--- config.mk ---
export PLATFORM = sky130hd
export DESIGN_NAME = mips_bus_lsu
export DESIGN_NICKNAME = d
export VERILOG_FILES = /design/src/rtl/mips_bus_lsu.sv
export SDC_FILE = /design/constraint.sdc
export NUM_CORES = 1
export LEC_CHECK = 0
export CAP_MARGIN = 20
export CELL_PAD_IN_SITES_DETAIL_PLACEMENT = 0
export CELL_PAD_IN_SITES_GLOBAL_PLACEMENT = 2
export CORE_MARGIN = 2
export CORE_UTILIZATION = 23
export CTS_CLUSTER_DIAMETER = 120
export DETAILED_ROUTE_END_ITERATION = 16
export PLACE_DENSITY = 0.81
export SYNTH_ARGS = -nofsm -noshare
export SYNTH_HDL_FRONTEND = slang
export SYNTH_SLANG_ARGS = --single-unit
--- constraint.sdc ---
create_clock -name clk -period 2.5 [get_ports clk]
set_input_delay 0.75 -clock clk [delete_from_list [all_inputs] [get_ports clk]]
set_output_delay 0.75 -clock clk [all_outputs]
set_load 0.03 [all_outputs]
--- src/rtl/mips_bus_lsu.sv ---
// Load/store unit bridging the multicycle MIPS core to an Avalon-MM master port.
// One access at a time: lane steering, waitrequest handshake, optional timeout.
module mips_bus_lsu #(
    parameter int TIMEOUT_CYCLES = 0,
    parameter int CNT_WIDTH      = 8
) (
    input  logic        clk,
    input  logic        reset,
    input  logic        req_valid,
    output logic        req_ready,
    input  logic        req_write,
    input  logic [1:0]  req_size,
    input  logic        req_signed,
    input  logic [31:0] req_addr,
    input  logic [31:0] req_wdata,
    output logic        resp_valid,
    output logic [31:0] resp_rdata,
    output logic        resp_error,
    output logic [31:0] address,
    output logic        read,
    output logic        write,
    input  logic        waitrequest,
    output logic [31:0] writedata,
    output logic [3:0]  byteenable,
    input  logic [31:0] readdata
);

    typedef enum logic [1:0] {IDLE, BUS, RESP} state_t;

    state_t               state, state_nx;
    logic                 write_l;
    logic [1:0]           size_l;
    logic                 signed_l;
    logic [31:0]          addr_l;
    logic [31:0]          wdata_l;
    logic [CNT_WIDTH-1:0] cnt;
    logic [CNT_WIDTH-1:0] cnt_inc;
    logic                 timeout_hit;
    logic                 bad_req;

    function automatic logic [3:0] lane_be(input logic [1:0] sz,
                                           input logic [1:0] off);
        logic [3:0] be;
        be = 4'b1111;
        case (sz)
            2'b00:   be = 4'b0001 << off;
            2'b01:   be = off[1] ? 4'b1100 : 4'b0011;
            default: be = 4'b1111;
        endcase
        return be;
    endfunction

    function automatic logic [31:0] lane_wd(input logic [1:0]  sz,
                                            input logic [31:0] d);
        logic [31:0] w;
        w = d;
        case (sz)
            2'b00:   w = {4{d[7:0]}};
            2'b01:   w = {2{d[15:0]}};
            default: w = d;
        endcase
        return w;
    endfunction

    function automatic logic [31:0] load_ext(input logic [31:0] d,
                                             input logic [1:0]  sz,
                                             input logic [1:0]  off,
                                             input logic        sgn);
        logic [7:0]  b;
        logic [15:0] h;
        logic [31:0] r;
        b = d[7:0];
        case (off)
            2'd0: b = d[7:0];
            2'd1: b = d[15:8];
            2'd2: b = d[23:16];
            2'd3: b = d[31:24];
        endcase
        h = off[1] ? d[31:16] : d[15:0];
        case (sz)
            2'b00:   r = {{24{sgn & b[7]}}, b};
            2'b01:   r = {{16{sgn & h[15]}}, h};
            default: r = d;
        endcase
        return r;
    endfunction

    assign bad_req = (req_size == 2'b11) ||
                     (req_size == 2'b01 && req_addr[0]) ||
                     (req_size == 2'b10 && req_addr[1:0] != 2'b00);

    assign cnt_inc     = cnt + CNT_WIDTH'(1);
    assign timeout_hit = (TIMEOUT_CYCLES != 0) &&
                         (cnt_inc == CNT_WIDTH'(TIMEOUT_CYCLES));

    always_comb begin
        state_nx   = state;
        req_ready  = 1'b0;
        resp_valid = 1'b0;
        read       = 1'b0;
        write      = 1'b0;
        address    = '0;
        byteenable = '0;
        writedata  = '0;
        case (state)
            IDLE: begin
                req_ready = !reset;
                if (req_valid)
                    state_nx = bad_req ? RESP : BUS;
            end
            BUS: begin
                read       = !write_l;
                write      = write_l;
                address    = {addr_l[31:2], 2'b00};
                byteenable = lane_be(size_l, addr_l[1:0]);
                writedata  = lane_wd(size_l, wdata_l);
                if (!waitrequest || timeout_hit)
                    state_nx = RESP;
            end
            RESP: begin
                resp_valid = 1'b1;
                state_nx   = IDLE;
            end
            default: state_nx = IDLE;
        endcase
    end

    always_ff @(posedge clk) begin
        if (reset) begin
            state      <= IDLE;
            write_l    <= 1'b0;
            size_l     <= 2'b00;
            signed_l   <= 1'b0;
            addr_l     <= '0;
            wdata_l    <= '0;
            cnt        <= '0;
            resp_rdata <= '0;
            resp_error <= 1'b0;
        end else begin
            state <= state_nx;
            case (state)
                IDLE: if (req_valid) begin
                    write_l  <= req_write;
                    size_l   <= req_size;
                    signed_l <= req_signed;
                    addr_l   <= req_addr;
                    wdata_l  <= req_wdata;
                    cnt      <= '0;
                    if (bad_req) begin
                        resp_error <= 1'b1;
                        resp_rdata <= '0;
                    end
                end
                BUS: begin
                    if (!waitrequest) begin
                        resp_error <= 1'b0;
                        resp_rdata <= write_l ? 32'd0 :
                            load_ext(readdata, size_l, addr_l[1:0], signed_l);
                    end else begin
                        cnt <= cnt_inc;
                        // Abort: result is an error with no data
                        if (timeout_hit) begin
                            resp_error <= 1'b1;
                            resp_rdata <= '0;
                        end
                    end
                end
                default: ;
            endcase
        end
    end

endmodule
==> impl_metrics.json, run 1 <==
{
  "crit_fanout": 12,
  "fin_crit_sh": 0.959,
  "crit_chain": "buf_12 > mux2i_1 > nor2_1 > a21oi_1 > nor2_1 > clkdlybuf4s15_1",
  "start_kind": "register",
  "synth_compound_area_frac": 0.216,
  "ys_seq_elements": 103,
  "drt_iter0_markers": 219,
  "cp-startpoint": "size_l[0]$_SDFFE_PP0P_",
  "ant_nets": 0,
  "final_max_slew_viol_count": 0,
  "synth_warnings": 0,
  "crit_family": "buffers and inverters",
  "dieArea_um2": 22400,
  "syn_inst": 610,
  "cp_slowest_cell": "dfxtp_2",
  "htreeDepth": 3,
  "p_int_uw": 3030,
  "drive_gt1_frac": 0.177,
  "clock_skew_ns": 0.00629,
  "hpwl_um": 12900,
  "cts_tree": "built",
  "final_cell_area_um2": 7630,
  "synth-edff-count": 0,
  "maxCapViolCount": 0,
  "switching_share": 0.271,
  "clk_pin_slew_worst_paths_ns": 0.07,
  "worstSetupEndpointType": "output port",
  "multi_input_area_um2": 2560,
  "vias": 4926,
  "cts_max_path_buffers": 2,
  "die_h_um": 150,
  "finalWirelength_um": 17700,
  "power.switching_uw": 1130,
  "synthMuxAreaShare": 0.0556,
  "area_growth_pct": 56.2,
  "grt_util_all_layers": 0.157,
  "grt_pass1_wl_um": 27200,
  "start_util": 0.233,
  "place_area_um2": 7290,
  "finalPower_uw": 4160,
  "min_period_ns": 2.40,
  "setup_viol": 0,
  "crit_arrival_ns": 1.65,
  "grt_max_degree": 69,
  "synth_top_area_frac": 0.422,
  "fin_cells": 1090,
  "avgSynthCellArea_um2": 8.00,
  "timing.critical_path.mode_cell": "nor2_1",
  "synth-seq-area-share": 0.422,
  "hold_class": "reg2reg",
  "path_buf_inv": 2,
  "synth-simple-area-share": 0.243,
  "coreArea_um2": 21000,
  "fp-row-count": 53,
  "clock_sinks": 103,
  "critPathKind": "reg2out",
  "synth_xor_area_frac": 0,
  "clkPwrFrac": 0.367,
  "p_comb_frac": 0.206,
  "clk_latency_ns": 0.35,
  "cts_buffers": 9,
  "synthArstFlopShare": 0,
  "synth-main-ff-cell": "dfxtp_1",
  "maxSlewHeadroom": 0.477,
  "first_pass_iters": 4,
  "dp_slack_ns": -0.130,
  "antenna_found_initial": 1,
  "synth_common_cells": "155 x nand2_1, 103 x dfxtp_1, 90 x a21oi_1, 52 x nor2_1, 40 x and2_1",
  "worstMarginPinSlew_ns": 0.784,
  "power_density_nw_per_um2": 546,
  "synth.area.top_cells": "dfxtp_1 42%, nand2_1 12%, a21oi_1 9.2%, and2_1 5.1%, nor2_1 4.0%",
  "max_freq_mhz": 417,
  "ff_latch_area_um2": 2070,
  "finalNetCount": 915,
  "io_buffers": 206,
  "worst_path_largest_cell_delay_ns": 0.35,
  "synthAdderAreaFrac": 0,
  "synth.most_common_cell": "nand2_1",
  "grt_pass1_vias": 4840,
  "cp_data_required_time_ns": 1.75,
  "via_per_inst": 4.52,
  "netlist_area_um2": 4880,
  "fin_hold_ws_ns": 0.450,
  "hold_buffers": 0,
  "power_frac_seq": 0.427,
  "cts_root_buffer": "clkbuf_16",
  "wl_per_cell_um": 16.3,
  "place.gp.congestion": 0.737,
  "boundaryPins": 209,
  "status": "complete, no violations",
  "yosys.area.top_type": "dfxtp_1",
  "synth_top_family_by_area": "simple AND/OR/NAND/NOR gates",
  "grt-ovfl-total": 0,
  "r2r_start": "addr_l[1]$_SDFFE_PP0P_",
  "fill_cells": 2263,
  "power.leakage_uw": 0.00295,
  "vdd_drop_max_mv": 0.300,
  "synth_cell_types": 40,
  "diodes": 0,
  "place_inst": 1074,
  "fin_ws_ns": 0.102,
  "hold_violations": 0,
  "drc": 0,
  "hp-start": "addr_l[18]$_SDFFE_PP0P_",
  "die_x_um": 150
}
[power groups by stage]
stage          Combinational [µW]  Clock, µW  Sequential, µW
3_3_place_gp                  860          0            1810
6_report                      859       1530            1780
2_1_floorplan                 446          0            1810
3_5_place_dp                  861          0            1820
4_1_cts                       873       1590            1780
5_1_grt                       939       1640            1790
[placed cells by master, fill, tap and decap left out, types with 2 or more instances in the layout]
cell type,netlist,routed
nand2_1,155,155
clkdlybuf4s50_1,0,135
dfxtp_1,103,101
a21oi_1,90,88
buf_4,2,75
nor2_1,52,52
and2_1,40,39
o2bb2ai_1,21,21
mux2i_1,17,16
dlygate4sd2_1,0,11
buf_12,0,11
o2bb2ai_2,10,10
clkbuf_16,0,9
a22o_1,8,8
a221oi_1,8,8
mux2_2,7,7
a222oi_1,6,6
clkbuf_2,1,5
nand2b_1,4,4
inv_1,4,4
nor2b_1,4,3
nor3_1,4,3
o21ai_0,3,3
buf_6,8,3
or2_4,0,2
a21oi_2,0,2
nor3_4,1,2
a221o_1,2,2
conb_1,1,2
clkbuf_1,27,2
bufinv_16,0,2
[per-layer routing]
layer	share of wire	GRT usage	vias up	wire, µm
met1	0.45	0.202	2302	7960
met4	0.0094	0.0330	2	166
li1	-	-	2459	-
met3	0.082	0.0534	10	1450
met5	0.00056	0	-	10
met2	0.46	0.256	153	8160
[cell type report]
type / instances / share of cell area
Sequential cell: 103 / 0.271
Clock buffer: 12 / 0.0323
Tap cell: 275 / 0.0451
Timing Repair Buffer: 243 / 0.304
Multi-Input combinational cell: 449 / 0.336
Clock inverter: 3 / 0.00886
Inverter: 5 / 0.00246
[tightest hold or removal path, cell delays in order, from the launching register on]
cell	delay (ns)
dfxtp_1	0.30
nand2_1	0.05
a21oi_1	0.05
[per-stage QoR]
stage          utilization   TNS, ns
2_1_floorplan            -         0
3_3_place_gp         0.348     -3.84
3_5_place_dp         0.348     -3.35
4_1_cts              0.364   -0.0216
5_1_grt              0.364  -0.00489
6_report             0.364         0
[timing repair]
action | CTS | global route
resized for setup | 28 | 14
endpoints found under the setup margin | 23 | 17
setup buffers | 1 | 0
pin swaps | 1 | 1
[state kept, by name, summed over array words and instances, names as in the netlist]
signal / count
wdata_l: 32
write_l: 1
signed_l: 1
addr_l: 32
resp_rdata: 32
state: 2
resp_error: 1
size_l: 2
[worst paths after layout]
| kind | slack, ns | to | depth (start not counted) |
|---|---|---|---|
| hold reg to reg | 0.45 | addr_l[18]$_SDFFE_PP0P_ | 2 |
| hold / removal | 0.45 | addr_l[18]$_SDFFE_PP0P_ | 2 |
| setup / recovery | 0.10 | writedata[31] | 6 |
| setup reg to reg | 0.55 | resp_rdata[12]$_SDFFE_PP0P_ | 5 |
[logic make-up (layout without fill, tap and decap cells)]
logic type             after synthesis  count (layout)
AOI/OAI and AO/OA                  153             153
buffers and inverters               59             263
DFF                                103             103
muxes                               25              25
other                                1               2
and+or+nand+nor                    269             269
(Power assumes the default switching activity.)
==> run 2, diff against run 1 <==
--- a/config.mk
+++ b/config.mk
@@ -13,6 +13,7 @@
 export CTS_CLUSTER_DIAMETER = 120
 export DETAILED_ROUTE_END_ITERATION = 16
 export PLACE_DENSITY = 0.81
+export RECOVER_POWER = 50
 export SYNTH_ARGS = -nofsm -noshare
 export SYNTH_HDL_FRONTEND = slang
 export SYNTH_SLANG_ARGS = --single-unit
==> impl_metrics.json, run 2 (synthesis results as in run 1) <==
{
  "diodes": 0,
  "dp_slack_ns": -0.130,
  "grt-ovfl-total": 0,
  "cts_buffers": 9,
  "hold_violations": 0,
  "largestRegisters": "addr_l x32, resp_rdata x32, wdata_l x32",
  "grt_pass1_wl_um": 27200,
  "boundaryPins": 209,
  "r2r-end": "resp_rdata[7]$_SDFFE_PP0P_",
  "cts_tree": "built",
  "io_buffers": 206,
  "power_density_nw_per_um2": 550,
  "htreeDepth": 3,
  "final_max_slew_viol_count": 0,
  "clock_sinks": 103,
  "drive_gt1_frac": 0.161,
  "start_kind": "input pin",
  "cts_root_buffer": "clkbuf_16",
  "place_inst": 1074,
  "fin_ws_ns": 0.0752,
  "drc": 0,
  "maxCapViolCount": 0,
  "drt_iter0_markers": 194,
  "cts_max_path_buffers": 2,
  "first_pass_iters": 4,
  "worstMarginPinSlew_ns": 0.836,
  "maxSlewHeadroom": 0.443,
  "clk_latency_ns": 0.35,
  "grt_util_all_layers": 0.157,
  "busiest_layer": "met2",
  "fin_cells": 1090,
  "cp_slowest_cell": "clkdlybuf4s50_1",
  "met2_usage": 0.256,
  "hold_end": "addr_l[11]$_SDFFE_PP0P_",
  "wl_per_cell_um": 16.3,
  "critPathKind": "in2reg",
  "setup_viol": 0,
  "r2r_start": "state[0]$_SDFFE_PP0P_",
  "groute.layer.met1.usage": 0.202,
  "die_x_um": 150,
  "power.leakage_uw": 0.00302,
  "place_area_um2": 7290,
  "met3_usage": 0.0534,
  "fp-row-count": 53,
  "coreArea_um2": 21000,
  "fin_util": 0.360,
  "status": "complete, no violations",
  "final_common_cell": "nand2_1",
  "crit_family": "simple AND/OR/NAND/NOR gates",
  "crit_fanout": 32,
  "place.gp.congestion": 0.737,
  "clock_skew_ns": 0.00673,
  "finalWirelength_um": 17800,
  "dieArea_um2": 22400,
  "worstHoldPathCells": 2,
  "final_cell_mix": "155 x nand2_1, 105 x clkdlybuf4s50_1, 101 x dfxtp_1",
  "finalNetCount": 915,
  "reg2reg_depth": 6,
  "start_util": 0.233,
  "via_per_inst": 4.54,
  "clk_pin_slew_worst_paths_ns": 0.07,
  "worst_path_largest_cell_delay_ns": 0.49,
  "die_h_um": 150,
  "fin_crit_sh": 0.970,
  "antenna_found_initial": 1,
  "crit_arrival_ns": 2.67,
  "max_freq_mhz": 412,
  "min_period_ns": 2.42,
  "hpwl_um": 12900,
  "vdd_drop_max_mv": 0.300,
  "grt_pass1_vias": 4840,
  "rrSetupSlack_ns": 0.47,
  "crit_chain": "clkdlybuf4s50_1 > or3b_2 > nor3_1 > nor3_4 > buf_6 > a22o_1",
  "area_growth_pct": 54.5,
  "worstSetupEndpointType": "register",
  "cp_data_required_time_ns": 2.75,
  "path_buf_inv": 2,
  "cp-startpoint": "req_valid",
  "hold_class": "reg2reg",
  "grt_max_degree": 69,
  "vias": 4952,
  "ant_nets": 0,
  "hp-start": "addr_l[11]$_SDFFE_PP0P_",
  "final_cell_area_um2": 7540
}
-- run 2: changes by cell type in the layout (fill, tap and decap cells not counted), sizes merged --
cell / previous run / this run
clkdlybuf4s50: 135 / 105
buf: 91 / 87
dlygate4sd3: 0 / 30
clkbuf: 17 / 21
-- run 2: worst max-delay path by stage --
stage / endpoint / cells past startpoint
after floorplan: req_ready / 3
after global placement: resp_rdata[15]$_SDFFE_PP0P_ / 6
after detailed placement: resp_rdata[15]$_SDFFE_PP0P_ / 6
after CTS: writedata[25] / 6
after global routing: byteenable[0] / 6
final: resp_rdata[7]$_SDFFE_PP0P_ / 6
-- run 2: metal layers --
metal,vias up,share of wire
met5,-,0.00056
met2,150,0.46
met3,10,0.078
met1,2321,0.46
met4,2,0.0094
li1,2469,-
-- run 2: worst reg2reg max path: stages, from the launching register on --
cell	delay [ns]
dfxtp_1	0.31
buf_4	0.17
or3b_2	0.48
nor3_1	0.43
nor3_4	0.08
buf_6	0.21
a22o_1	0.26
-- run 2: cell type report --
class | count | area [µm²]
multi-input cells | 449 | 2500
well taps | 275 | 344
inverters | 5 | 18.8
clock buffers | 12 | 246
repair buffers | 243 | 2300
flip-flops and latches | 103 | 2070
fillers | 2277 | 13400
clock inverters | 3 | 67.6
-- run 2: power by group --
part | leakage, µW | internal, µW | switching [µW] | total, µW
Clock | 0.000149 | 901 | 626 | 1530
Combinational | 0.00203 | 397 | 446 | 843
Sequential | 0.000843 | 1720 | 52.3 | 1780
Total | 0.00302 | 3020 | 1120 | 4150
-- run 2: what timing repair did --
item                                    CTS  global route
gates resized for setup                  28            14
buffers inserted                          1             0
hold buffers                              0             0
endpoints found under the setup margin   23            17
pin swaps                                 1             1
-- run 2: metrics by stage --
step	hold WS [ns]	total power, µW	TNS [ns]
2_1_floorplan	0.432	2260	0
3_3_place_gp	0.438	2670	-3.84
3_5_place_dp	0.443	2680	-3.35
4_1_cts	0.452	4240	-0.0216
5_1_grt	0.471	4350	-0.00489
6_report	0.450	4150	0
==> run 3, diff against run 2 <==
--- a/config.mk
+++ b/config.mk
@@ -9,11 +9,12 @@
 export CELL_PAD_IN_SITES_DETAIL_PLACEMENT = 0
 export CELL_PAD_IN_SITES_GLOBAL_PLACEMENT = 2
 export CORE_MARGIN = 2
-export CORE_UTILIZATION = 23
+export CORE_UTILIZATION = 21
 export CTS_CLUSTER_DIAMETER = 120
 export DETAILED_ROUTE_END_ITERATION = 16
-export PLACE_DENSITY = 0.81
+export PLACE_DENSITY = 0.78
 export RECOVER_POWER = 50
+export SKIP_CTS_REPAIR_TIMING = 1
 export SYNTH_ARGS = -nofsm -noshare
 export SYNTH_HDL_FRONTEND = slang
 export SYNTH_SLANG_ARGS = --single-unit
==> constraint.sdc (replaced) <==
create_clock -name clk -period 2.2 [get_ports clk]
set_input_delay 0.66 -clock clk [delete_from_list [all_inputs] [get_ports clk]]
set_output_delay 0.66 -clock clk [all_outputs]
set_load 0.03 [all_outputs]
==> impl_metrics.json, run 3 (synthesis results as in run 1) <==
{
  "place.gp.congestion": 0.743,
  "fin_util": 0.371,
  "worstMarginPinSlew_ns": 0.822,
  "finalWirelength_um": 19500,
  "cts_buffers": 9,
  "cts_tree": "built",
  "grt_pass1_vias": 4998,
  "start_kind": "register",
  "maxCapViolCount": 0,
  "finalNetCount": 964,
  "vdd_drop_max_mv": 0.352,
  "final_cell_area_um2": 8430,
  "cts_max_path_buffers": 2,
  "drive_gt1_frac": 0.286,
  "final_cell_mix": "154 x nand2_1, 133 x clkdlybuf4s50_1, 98 x dfxtp_1",
  "dp_slack_ns": -0.275,
  "maxSlewHeadroom": 0.452,
  "fin_hold_ws_ns": 0.452,
  "violations": "negative setup slack",
  "worstSetupEndpointType": "output port",
  "crit_chain": "buf_12 > buf_12 > buf_4 > mux2i_1 > nor2_1 > a21oi_1 > nor2_1 > buf_4",
  "hold_class": "reg2reg",
  "fp-row-count": 55,
  "first_pass_iters": 4,
  "vias": 5161,
  "multi_input_area_um2": 2710,
  "fin_ws_ns": -0.153,
  "clk_pin_slew_worst_paths_ns": 0.08,
  "drc": 0,
  "via_per_inst": 4.49,
  "die_x_um": 156,
  "path_buf_inv": 4,
  "setup_viol": 31,
  "wl_per_cell_um": 17.0,
  "worst_path_largest_cell_delay_ns": 0.34,
  "max_freq_mhz": 425,
  "fin_crit_sh": 1.07,
  "power_density_nw_per_um2": 579,
  "clock_skew_ns": 0.00971,
  "final_max_slew_viol_count": 0,
  "die_h_um": 156,
  "grt-ovfl-total": 0,
  "clk_latency_ns": 0.36,
  "antenna_found_initial": 0,
  "drt_iter0_markers": 188,
  "cts_root_buffer": "clkbuf_16",
  "area_growth_pct": 72.7,
  "status": "finished, violations left",
  "clock_sinks": 103,
  "coreArea_um2": 22700,
  "io_buffers": 206,
  "grt_setup_unrepaired": "true",
  "dieArea_um2": 24500,
  "finalSetupTns_ns": -1.83,
  "htreeDepth": 3,
  "critPathKind": "reg2out",
  "power.leakage_uw": 0.00330,
  "grt_pass1_wl_um": 28100,
  "hold_violations": 0,
  "cp_slowest_cell": "dfxtp_2",
  "start_util": 0.215,
  "min_period_ns": 2.35,
  "cp_data_required_time_ns": 1.54,
  "crit_fanout": 7,
  "final_common_cell": "nand2_1",
  "largestRegisters": "addr_l x32, resp_rdata x32, wdata_l x32",
  "place_area_um2": 7410,
  "fill_cells": 2378,
  "ant_nets": 0,
  "diodes": 0,
  "crit_arrival_ns": 1.69,
  "boundaryPins": 209,
  "ff_latch_area_um2": 2070,
  "hpwl_um": 13400,
  "grt_util_all_layers": 0.149,
  "grt_max_degree": 69,
  "crit_family": "buffers and inverters"
}
## run 3: cell types whose count changed in the layout (fill, tap and decap cells not counted), sizes merged
cell,delta
inv,+1
buf,+57
bufinv,-1
clkdlybuf4s50,+28
clkbuf,+1
clkinv,+3
or2,+1
dlygate4sd2,-11
dlygate4sd3,-28
clkdlybuf4s15,-1
## run 3: path summary, 6_finish.rpt
path / from / to / slack (ns) / cells past startpoint
hold reg to reg: addr_l[28]$_SDFFE_PP0P_ / addr_l[28]$_SDFFE_PP0P_ / 0.45 / 2
setup / recovery: size_l[0]$_SDFFE_PP0P_ / writedata[31] / -0.15 / 8
hold / removal: addr_l[28]$_SDFFE_PP0P_ / addr_l[28]$_SDFFE_PP0P_ / 0.45 / 2
setup reg to reg: size_l[0]$_SDFFE_PP0P_ / resp_rdata[26]$_SDFFE_PP0P_ / 0.21 / 11
## run 3: worst min-delay path, stage by stage, from the launching register on
cell,delay [ns]
dfxtp_1,0.31
nand2_1,0.05
a21oi_1,0.05
## run 3: where the power goes
part / leakage [µW] / internal (µW) / switching, µW
Sequential: 0.000844 / 1960 / 69.5
Clock: 0.000149 / 921 / 774
Combinational: 0.00231 / 594 / 561
Total: 0.00330 / 3480 / 1400
## run 3: final cells by class
type | instances | share of cell area
clock buffer | 10 | 0.0283
clock inverter | 6 | 0.00816
inverter | 5 | 0.00223
multi-input combinational | 450 | 0.321
sequential | 103 | 0.246
tap | 285 | 0.0423
timing repair buffer | 291 | 0.352
## run 3: per-stage QoR
| step | power (µW) | std cells |
|---|---|---|
| 3_3_place_gp | 3070 | 1094 |
| 5_1_grt | 5120 | 1150 |
| 4_1_cts | 4790 | 1110 |
| 6_report | 4880 | 1150 |
| 3_5_place_dp | 3070 | 1094 |
| 2_1_floorplan | 2570 | 611 |
## run 3: per-layer routing
layer / routed length (µm) / global-route usage
met4: 193 / 0.0367
met2: 8770 / 0.236
met3: 1340 / 0.0435
met5: 0 / 0
met1: 9200 / 0.200
